File: src/rtl/player_arbiter.sv
// Two-player arbiter for a single game character: grants one pad at a time,
// forwards only the owner's buttons, and pulses char_reset on every release.

// Per-player release decision: whether the current owner gives up control.
module player_lane #(
    parameter int HOLD_CYCLES = 8,
    parameter int MAX_CYCLES  = 64,
    parameter int TW          = $clog2(MAX_CYCLES + 1)
) (
    input  logic          own,
    input  logic          req_self,
    input  logic          req_other,
    input  logic [2:0]    pad,
    input  logic [TW-1:0] tenure,
    output logic          yield
);
    localparam logic [TW-1:0] HOLD_T = TW'(HOLD_CYCLES);
    localparam logic [TW-1:0] MAX_T  = TW'(MAX_CYCLES);

    logic idle_pad;
    logic polite;
    logic forced;

    // A contested owner yields only between actions, unless tenure has maxed out.
    assign idle_pad = (pad == 3'b000);
    assign polite   = req_other && (tenure >= HOLD_T) && idle_pad;
    assign forced   = req_other && (tenure >= MAX_T);
    assign yield    = own && (!req_self || polite || forced);
endmodule

module player_arbiter #(
    parameter int HOLD_CYCLES = 8,
    parameter int MAX_CYCLES  = 64
) (
    input  logic       clk,
    input  logic       reset,
    input  logic       p0_req,
    input  logic [2:0] p0_buttons,
    input  logic       p1_req,
    input  logic [2:0] p1_buttons,
    output logic [1:0] grant,
    output logic [2:0] buttons,
    output logic       char_reset
);
    localparam int TW = $clog2(MAX_CYCLES + 1);
    localparam logic [TW-1:0] MAX_T = TW'(MAX_CYCLES);

    typedef enum logic [1:0] {
        IDLE     = 2'd0,
        OWN0     = 2'd1,
        OWN1     = 2'd2,
        HANDOVER = 2'd3
    } state_t;

    state_t          state, state_nxt;
    logic [TW-1:0]   tenure, tenure_nxt;
    logic            last_owner, last_owner_nxt;
    logic [1:0]      grant_nxt;
    logic [2:0]      buttons_nxt;
    logic            char_reset_nxt;

    logic [1:0]      req;
    logic [1:0][2:0] pad;
    logic [1:0]      owns;
    logic [1:0]      yield;

    assign req     = {p1_req, p0_req};
    assign pad     = {p1_buttons, p0_buttons};
    assign owns[0] = (state == OWN0);
    assign owns[1] = (state == OWN1);

    for (genvar i = 0; i < 2; i++) begin : g_lane
        player_lane #(
            .HOLD_CYCLES(HOLD_CYCLES),
            .MAX_CYCLES (MAX_CYCLES),
            .TW         (TW)
        ) u_lane (
            .own      (owns[i]),
            .req_self (req[i]),
            .req_other(req[1-i]),
            .pad      (pad[i]),
            .tenure   (tenure),
            .yield    (yield[i])
        );
    end

    always_comb begin
        state_nxt = state;
        unique case (state)
            IDLE: begin
                if (req[0] && req[1])
                    state_nxt = last_owner ? OWN0 : OWN1;
                else if (req[0])
                    state_nxt = OWN0;
                else if (req[1])
                    state_nxt = OWN1;
                else
                    state_nxt = IDLE;
            end
            OWN0:     if (yield[0]) state_nxt = HANDOVER;
            OWN1:     if (yield[1]) state_nxt = HANDOVER;
            // last_owner is the outgoing player here; only the other one may take over.
            HANDOVER: begin
                if (!last_owner)
                    state_nxt = req[1] ? OWN1 : IDLE;
                else
                    state_nxt = req[0] ? OWN0 : IDLE;
            end
            default:  state_nxt = IDLE;
        endcase
    end

    always_comb begin
        tenure_nxt     = '0;
        last_owner_nxt = last_owner;
        grant_nxt      = 2'b00;
        buttons_nxt    = 3'b000;
        char_reset_nxt = 1'b0;
        case (state_nxt)
            OWN0: begin
                grant_nxt   = 2'b01;
                buttons_nxt = p0_buttons;
                if (state == OWN0)
                    tenure_nxt = (tenure == MAX_T) ? tenure : tenure + 1'b1;
                else
                    last_owner_nxt = 1'b0;
            end
            OWN1: begin
                grant_nxt   = 2'b10;
                buttons_nxt = p1_buttons;
                if (state == OWN1)
                    tenure_nxt = (tenure == MAX_T) ? tenure : tenure + 1'b1;
                else
                    last_owner_nxt = 1'b1;
            end
            HANDOVER: char_reset_nxt = 1'b1;
            default:  ;
        endcase
    end

    always_ff @(posedge clk or negedge reset) begin
        if (!reset) begin
            state      <= IDLE;
            tenure     <= '0;
            last_owner <= 1'b1;
            grant      <= 2'b00;
            buttons    <= 3'b000;
            char_reset <= 1'b0;
        end else begin
            state      <= state_nxt;
            tenure     <= tenure_nxt;
            last_owner <= last_owner_nxt;
            grant      <= grant_nxt;
            buttons    <= buttons_nxt;
            char_reset <= char_reset_nxt;
        end
    end
endmodule

File: config.mk
export PLATFORM = sky130hd
export DESIGN_NAME = player_arbiter
export DESIGN_NICKNAME = d
export VERILOG_FILES = /design/src/rtl/player_arbiter.sv
export SDC_FILE = /design/constraint.sdc
export NUM_CORES = 1
export LEC_CHECK = 0
export CAP_MARGIN = 20
export CORE_MARGIN = 10
export CORE_UTILIZATION = 35
export CTS_CLUSTER_SIZE = 12
export DETAILED_ROUTE_END_ITERATION = 12
export PLACE_DENSITY_LB_ADDON = 0.25
export SYNTH_ARGS = -nofsm -noshare
export SYNTH_HDL_FRONTEND = slang
export SYNTH_HIERARCHICAL = 1
export SYNTH_SLANG_ARGS = --single-unit
File: constraint.sdc
create_clock -name clk -period 2 [get_ports clk]
set_input_delay 0.6 -clock clk [delete_from_list [all_inputs] [get_ports clk]]
set_output_delay 0.6 -clock clk [all_outputs]
set_load 0.005 [all_outputs]
==> results of run 1 <==
## area by class of cell
type / count / area [um^2]
fill: 213 / 1050
multi-input combinational: 65 / 603
sequential: 16 / 402
timing repair buffer: 44 / 357
tap: 30 / 37.5
clock buffer: 4 / 26.3
inverter: 7 / 26.3
## cell usage in the layout (no fill, tap or decap), types with 3 or more instances in the layout
master	n
clkdlybuf4s50_1	7
dfrtp_1	15
nand3b_1	3
inv_1	7
a22oi_2	3
buf_2	4
o21ai_0	3
ha_1	3
clkbuf_4	3
nand2_1	3
buf_6	5
ha_2	3
buf_4	26
nor2_1	3
nand3_1	3
nor3_2	5
## registers in the layout, indices dropped and copies added, names as in the netlist
signal	cells
grant	2
last_owner	1
state	2
buttons	3
tenure	7
char_reset	1
## timing repair
item                                    4_1_cts  5_1_grt
resized for setup                            48        9
buffers inserted                              4        3
cloned                                        0        0
hold buffers                                  0        0
hold endpoints to repair                      0        0
pin swaps                                    15        3
endpoints found under the setup margin       14       11
## worst max-delay path, delay by kind of cell
family	cells	cell delay (ps)
buffers and inverters	1	110
AO/OA/AOI/OAI	4	840
adder cells (fa/ha/maj)	1	210
AND/OR/NAND/NOR	2	660
## logic make-up (layout without fill, tap and decap cells)
kind of cell | count (synthesis) | after routing
AOI/OAI and AO/OA | 25 | 25
xor gates and xnor gates | 3 | 3
adders and majority gates | 6 | 6
buffers and inverters | 9 | 55
DFF | 16 | 16
and+or+nand+nor | 31 | 31
## worst min path at each step
stage | from | endpoint | slack, ps
after floorplan | reset | buttons[0] | 300
after global placement | tenure[1] | tenure[1] | 590
after detailed placement | tenure[1] | tenure[1] | 610
after CTS | p0_buttons[2] | buttons[2] | 580
after global routing | p0_buttons[2] | buttons[2] | 600
final | p0_buttons[2] | buttons[2] | 580
## layer usage
| layer | up-vias | wire [um] | track usage [%] |
|---|---|---|---|
| li1 | 425 | - | - |
| met1 | 435 | 1120 | 11.1 |
| met2 | 25 | 1230 | 16.7 |
| met3 | 8 | 97 | 1.65 |
| met4 | 0 | 95 | 7.96 |
| met5 | - | 0 | 0 |
## synth_stat cells
cell type / number / area [um^2]
a21boi_0: 1 / 7.51
nor4b_1: 1 / 8.76
a21o_1: 1 / 7.51
a221o_1: 2 / 20.0
nor3_2: 3 / 30.0
a211oi_2: 1 / 12.5
o21ai_1: 1 / 5.00
a22oi_1: 3 / 22.5
a31oi_1: 2 / 12.5
a221oi_1: 2 / 17.5
a211o_1: 1 / 8.76
o22ai_1: 2 / 12.5
o2111a_1: 1 / 11.3
buf_2: 2 / 10.0
xnor2_1: 1 / 8.76
or2b_2: 1 / 8.76
nand3_1: 3 / 15.0
dfstp_2: 1 / 26.3
xor2_1: 2 / 17.5
ha_1: 6 / 75.1
nor2_4: 1 / 11.3
or4b_4: 1 / 13.8
nand3b_1: 3 / 22.5
o21ai_0: 5 / 25.0
nor2_1: 3 / 11.3
dfrtp_1: 15 / 375
nand3_2: 1 / 10.0
and2b_1: 1 / 7.51
or3_1: 2 / 12.5
nor2b_1: 2 / 12.5
nand2_1: 3 / 11.3
or4_1: 2 / 15.0
inv_1: 7 / 26.3
a21oi_1: 3 / 15.0
nor3_1: 4 / 20.0
## through the flow
step	setup WS, ps	TNS (ps)	instance area (um^2)
floorplan	-335	-2460	932
global placement	-856	-10350	1270
detailed placement	-893	-10890	1270
CTS	-169	-922	1400
global route	-276	-1930	1450
finish	-208	-1220	1450
## report_power, final
group / leakage [nW] / switching [mW] / internal (mW)
combinational: 0.385 / 0.472 / 0.606
sequential: 0.210 / 0.0492 / 0.412
clock: 0.0150 / 0.110 / 0.0776
total: 0.610 / 0.630 / 1.10
==> impl_metrics.json, run 1 <==
{
  "synth_area_um2": 927,
  "p_leak_nw": 0.610,
  "synthMuxAreaShare_pct": 0,
  "ant_nets": 0,
  "clkTransAtPathRegs_ps": 100,
  "die-area_mm2": 0.00511,
  "diodes": 0,
  "synthSimpleGateAreaFrac_pct": 22.7,
  "rr_worst_depth": 8,
  "endpoint": "tenure[5]",
  "drt_first_pass_iters": 4,
  "regToRegSetupSlack_ps": -180,
  "worstPathCellList": "buf_2 > or4_4 > a31oi_4 > a221o_1 > ha_2 > nand3b_1 > a21o_4 > a211oi_2",
  "rows": 18,
  "synthCells": 90,
  "fin_hold_ws_ps": 578,
  "fin_crit_ps": 2210,
  "synth_top_family_by_area": "simple AND/OR/NAND/NOR gates",
  "ys_seq_elements": 16,
  "seq_area_frac_synth_pct": 43.3,
  "clock-sinks": 16,
  "cp_slowest_cell": "or4_4",
  "required_ps": 2220,
  "drc": 0,
  "maxCapViolations": 0,
  "worstMarginPinSlew_ps": 344,
  "nets": 153,
  "grt_pass1_vias": 913,
  "hold_path_depth": 3,
  "initial_core_util_pct": 37.1,
  "crit_start": "p1_buttons[0]",
  "ctsHtreeMaxLevel": 1,
  "die_h_um": 71.5,
  "cp-end-kind": "register",
  "viasPerCell": 5.38,
  "core_mm2": 0.00250,
  "instances_no_fill": 166,
  "maxSlewViolCount": 0,
  "clk_latency_ps": 290,
  "cts-root-buf": "clkbuf_4",
  "cp_data_arrival_time_ps": 2430,
  "setup_viol": 9,
  "grt_max_degree": 17,
  "syn_nets": 106,
  "synth_xor_area_share_pct": 2.83,
  "drive_gt1_share_pct": 49.3,
  "place_congestion": 0.868,
  "dp.cells": 155,
  "p_total_mw": 1.73,
  "ios": 16,
  "grt_first_pass_wirelength_um": 4180,
  "ir_worst_vdd_mv": 0.710,
  "status": "finished with violations",
  "start_kind": "primary input",
  "first_iter_violations": 24,
  "r2r-start": "tenure[4]",
  "dpl.hpwl_um": 1830,
  "hold_violations": 0,
  "violations": "negative setup slack",
  "drt-total-wl_um": 2540,
  "area_growth_pct": 56.5,
  "avgSynthCellArea_um2": 10.3,
  "grt_setup_unrepaired": "true",
  "final_util_pct": 58.1,
  "fin_skew_ps": 5.64,
  "overflow": 0,
  "grt_usage_pct": 10.0,
  "worstPathMaxFanout": 7,
  "io_buffers": 15,
  "yosys_warnings": 6,
  "max_freq_mhz": 453,
  "criticalPathCategory": "in2reg",
  "power.density_mw_per_mm2": 1190,
  "cts_buffers": 3,
  "r2r_end": "tenure[5]",
  "slew_headroom_pct": 76.7,
  "synth.distinct_cells": 35,
  "synthAdderAreaFrac_pct": 8.10,
  "layout_setup_ws_ps": -208,
  "wl_per_cell_um": 15.3,
  "clk_path_buf_depth": 2,
  "num_vias": 893,
  "cts_tree": "built",
  "hp-class": "in2reg",
  "slowest_delay_ps": 540,
  "antenna_found_initial": 0,
  "die_x_um": 71.5,
  "synth_compound_area_share_pct": 19.2,
  "finalCritPeriodShare_pct": 110
}
Power figures use the tool's default switching activity.
==> run 2, diff against run 1 <==
- clock period: 2 -> 2.5 ns (I/O delays scaled with it)
==> impl_metrics.json, run 2 (synthesis results as in run 1) <==
{
  "grt_pass1_vias": 835,
  "nets": 143,
  "power_switching_uw": 482,
  "cp-end-kind": "register",
  "clkTransAtPathRegs_ps": 100,
  "status": "finished clean",
  "fin_crit_ps": 2460,
  "grt_max_degree": 17,
  "design_area_mm2": 0.00137,
  "p_leak_nw": 0.565,
  "max_freq_mhz": 407,
  "antenna_found_initial": 0,
  "reg.largest.list": "tenure: 7 flops, buttons: 3 flops",
  "clk_path_buf_depth": 2,
  "final_util_pct": 54.7,
  "fin_skew_ps": 0.672,
  "clk_latency_ps": 290,
  "io_buffers": 15,
  "ctsHtreeMaxLevel": 1,
  "num_vias": 819,
  "final_cell_mix": "buf_4 (19), dfrtp_1 (15), inv_1 (7), clkdlybuf4s50_1 (7), clkdlybuf4s15_1 (5)",
  "finalCritPeriodShare_pct": 98.2,
  "swShare_pct": 35.9,
  "criticalPathCategory": "in2reg",
  "grt_usage_pct": 9.64,
  "worstMarginPinSlew_ps": 442,
  "wl_per_cell_um": 15.1,
  "area_growth_pct": 47.5,
  "dpl.hpwl_um": 1660,
  "setup_viol": 0,
  "start_kind": "primary input",
  "cts_buffers": 3,
  "maxSlewViolCount": 0,
  "cts-root-buf": "clkbuf_4",
  "overflow": 0,
  "ant_nets": 0,
  "power.clock.fraction_pct": 13.1,
  "drt-total-wl_um": 2360,
  "power_frac_comb_pct": 58.6,
  "drt_first_pass_iters": 4,
  "top_register": "tenure",
  "cp_slowest_cell": "or4_4",
  "worstPathMaxFanout": 7,
  "place_congestion": 0.874,
  "cp.depth": 8,
  "power.density_mw_per_mm2": 981,
  "die_h_um": 71.5,
  "viasPerCell": 5.25,
  "initial_core_util_pct": 37.1,
  "grt_first_pass_wirelength_um": 4000,
  "clock-sinks": 16,
  "hold_violations": 0,
  "die-area_mm2": 0.00511,
  "ios": 16,
  "drive_gt1_share_pct": 38.1,
  "cp_data_arrival_time_ps": 2670,
  "worstPathCellList": "clkdlybuf4s15_1 > or4_4 > a31oi_4 > a221o_1 > ha_2 > nand3b_1 > a21o_4 > a211oi_2",
  "first_iter_violations": 22,
  "final_common_cell": "buf_4",
  "drc": 0,
  "cp.buffers_inverters": 1,
  "largest_register_ff_count": 7,
  "ir_worst_vdd_mv": 0.775,
  "slew_headroom_pct": 70.1,
  "regToRegSetupSlack_ps": 190,
  "maxCapViolations": 0,
  "hp-class": "reg2reg",
  "die_x_um": 71.5,
  "cts_tree": "built",
  "seq_power_share_pct": 28.3,
  "hold_path_depth": 2,
  "p_total_mw": 1.34,
  "rr_worst_depth": 8,
  "rows": 18,
  "diodes": 0,
  "required_ps": 2710,
  "slowest_delay_ps": 570,
  "core_mm2": 0.00250,
  "place_area_mm2": 0.00123,
  "critPathTopFamily": "compound AO/OA/AOI/OAI gates",
  "power.internal_uw": 859,
  "cts-hold-fix-buffers": 0,
  "setup_tns_ps": 0
}
[run 2: cell count changes in the layout (fill, tap and decap cells not counted), sizes merged]
cell / delta
buf: -16
clkdlybuf4s15: +4
dlygate4sd2: +2
[run 2: per-layer routing]
metal  vias to the layer above  routed length, um  GRT usage, %
met5                         -                  0             0
met1                       382               1090          11.9
met3                         4                154          3.03
li1                        407                  -             -
met2                        26               1070          14.8
met4                         0                 43          4.73
[run 2: power groups by stage]
stage | combinational (mW) | clock (mW) | sequential [mW]
final | 0.786 | 0.176 | 0.380
after global routing | 0.876 | 0.195 | 0.391
after CTS | 0.740 | 0.180 | 0.377
after detailed placement | 0.667 | 0 | 0.383
after global placement | 0.657 | 0 | 0.381
after floorplan | 0.351 | 0 | 0.375
[run 2: final cells by class]
cell class	count	area, um^2
Sequential cell	16	402
Clock buffer	4	36.3
Fill cell	224	1130
Tap cell	30	37.5
Multi-Input combinational cell	65	581
Timing Repair Buffer	34	285
Inverter	7	26.3
[run 2: path summary, 6_finish.rpt]
| check | from | end |
|---|---|---|
| max | p1_buttons[1] | tenure[5] |
| min | tenure[1] | tenure[1] |
| max reg2reg | tenure[3] | tenure[5] |
| min reg2reg | tenure[1] | tenure[1] |
| max in group asynchronous | reset | last_owner |
| min in group asynchronous | reset | tenure[3] |
[run 2: timing repair]
item / CTS / global route
setup buffers: 1 / 2
pin swaps: 13 / 9
gates cloned: 0 / 0
resized for setup: 24 / 11
hold endpoints to repair: 0 / 0
setup endpoints to repair: 11 / 7
[run 2: tightest hold or removal path: stages, from the launching register on]
cell and delay, ps:
dfrtp_1 430, nand3_1 100, a21oi_2 50
[run 2: per-stage QoR]
step,setup WS (ps),hold WS (ps),instances
after floorplan,12.1,454,90
after global placement,-546,592,149
after detailed placement,-570,603,149
after CTS,20.2,614,154
after global routing,-18.6,656,156
final,44.7,624,156
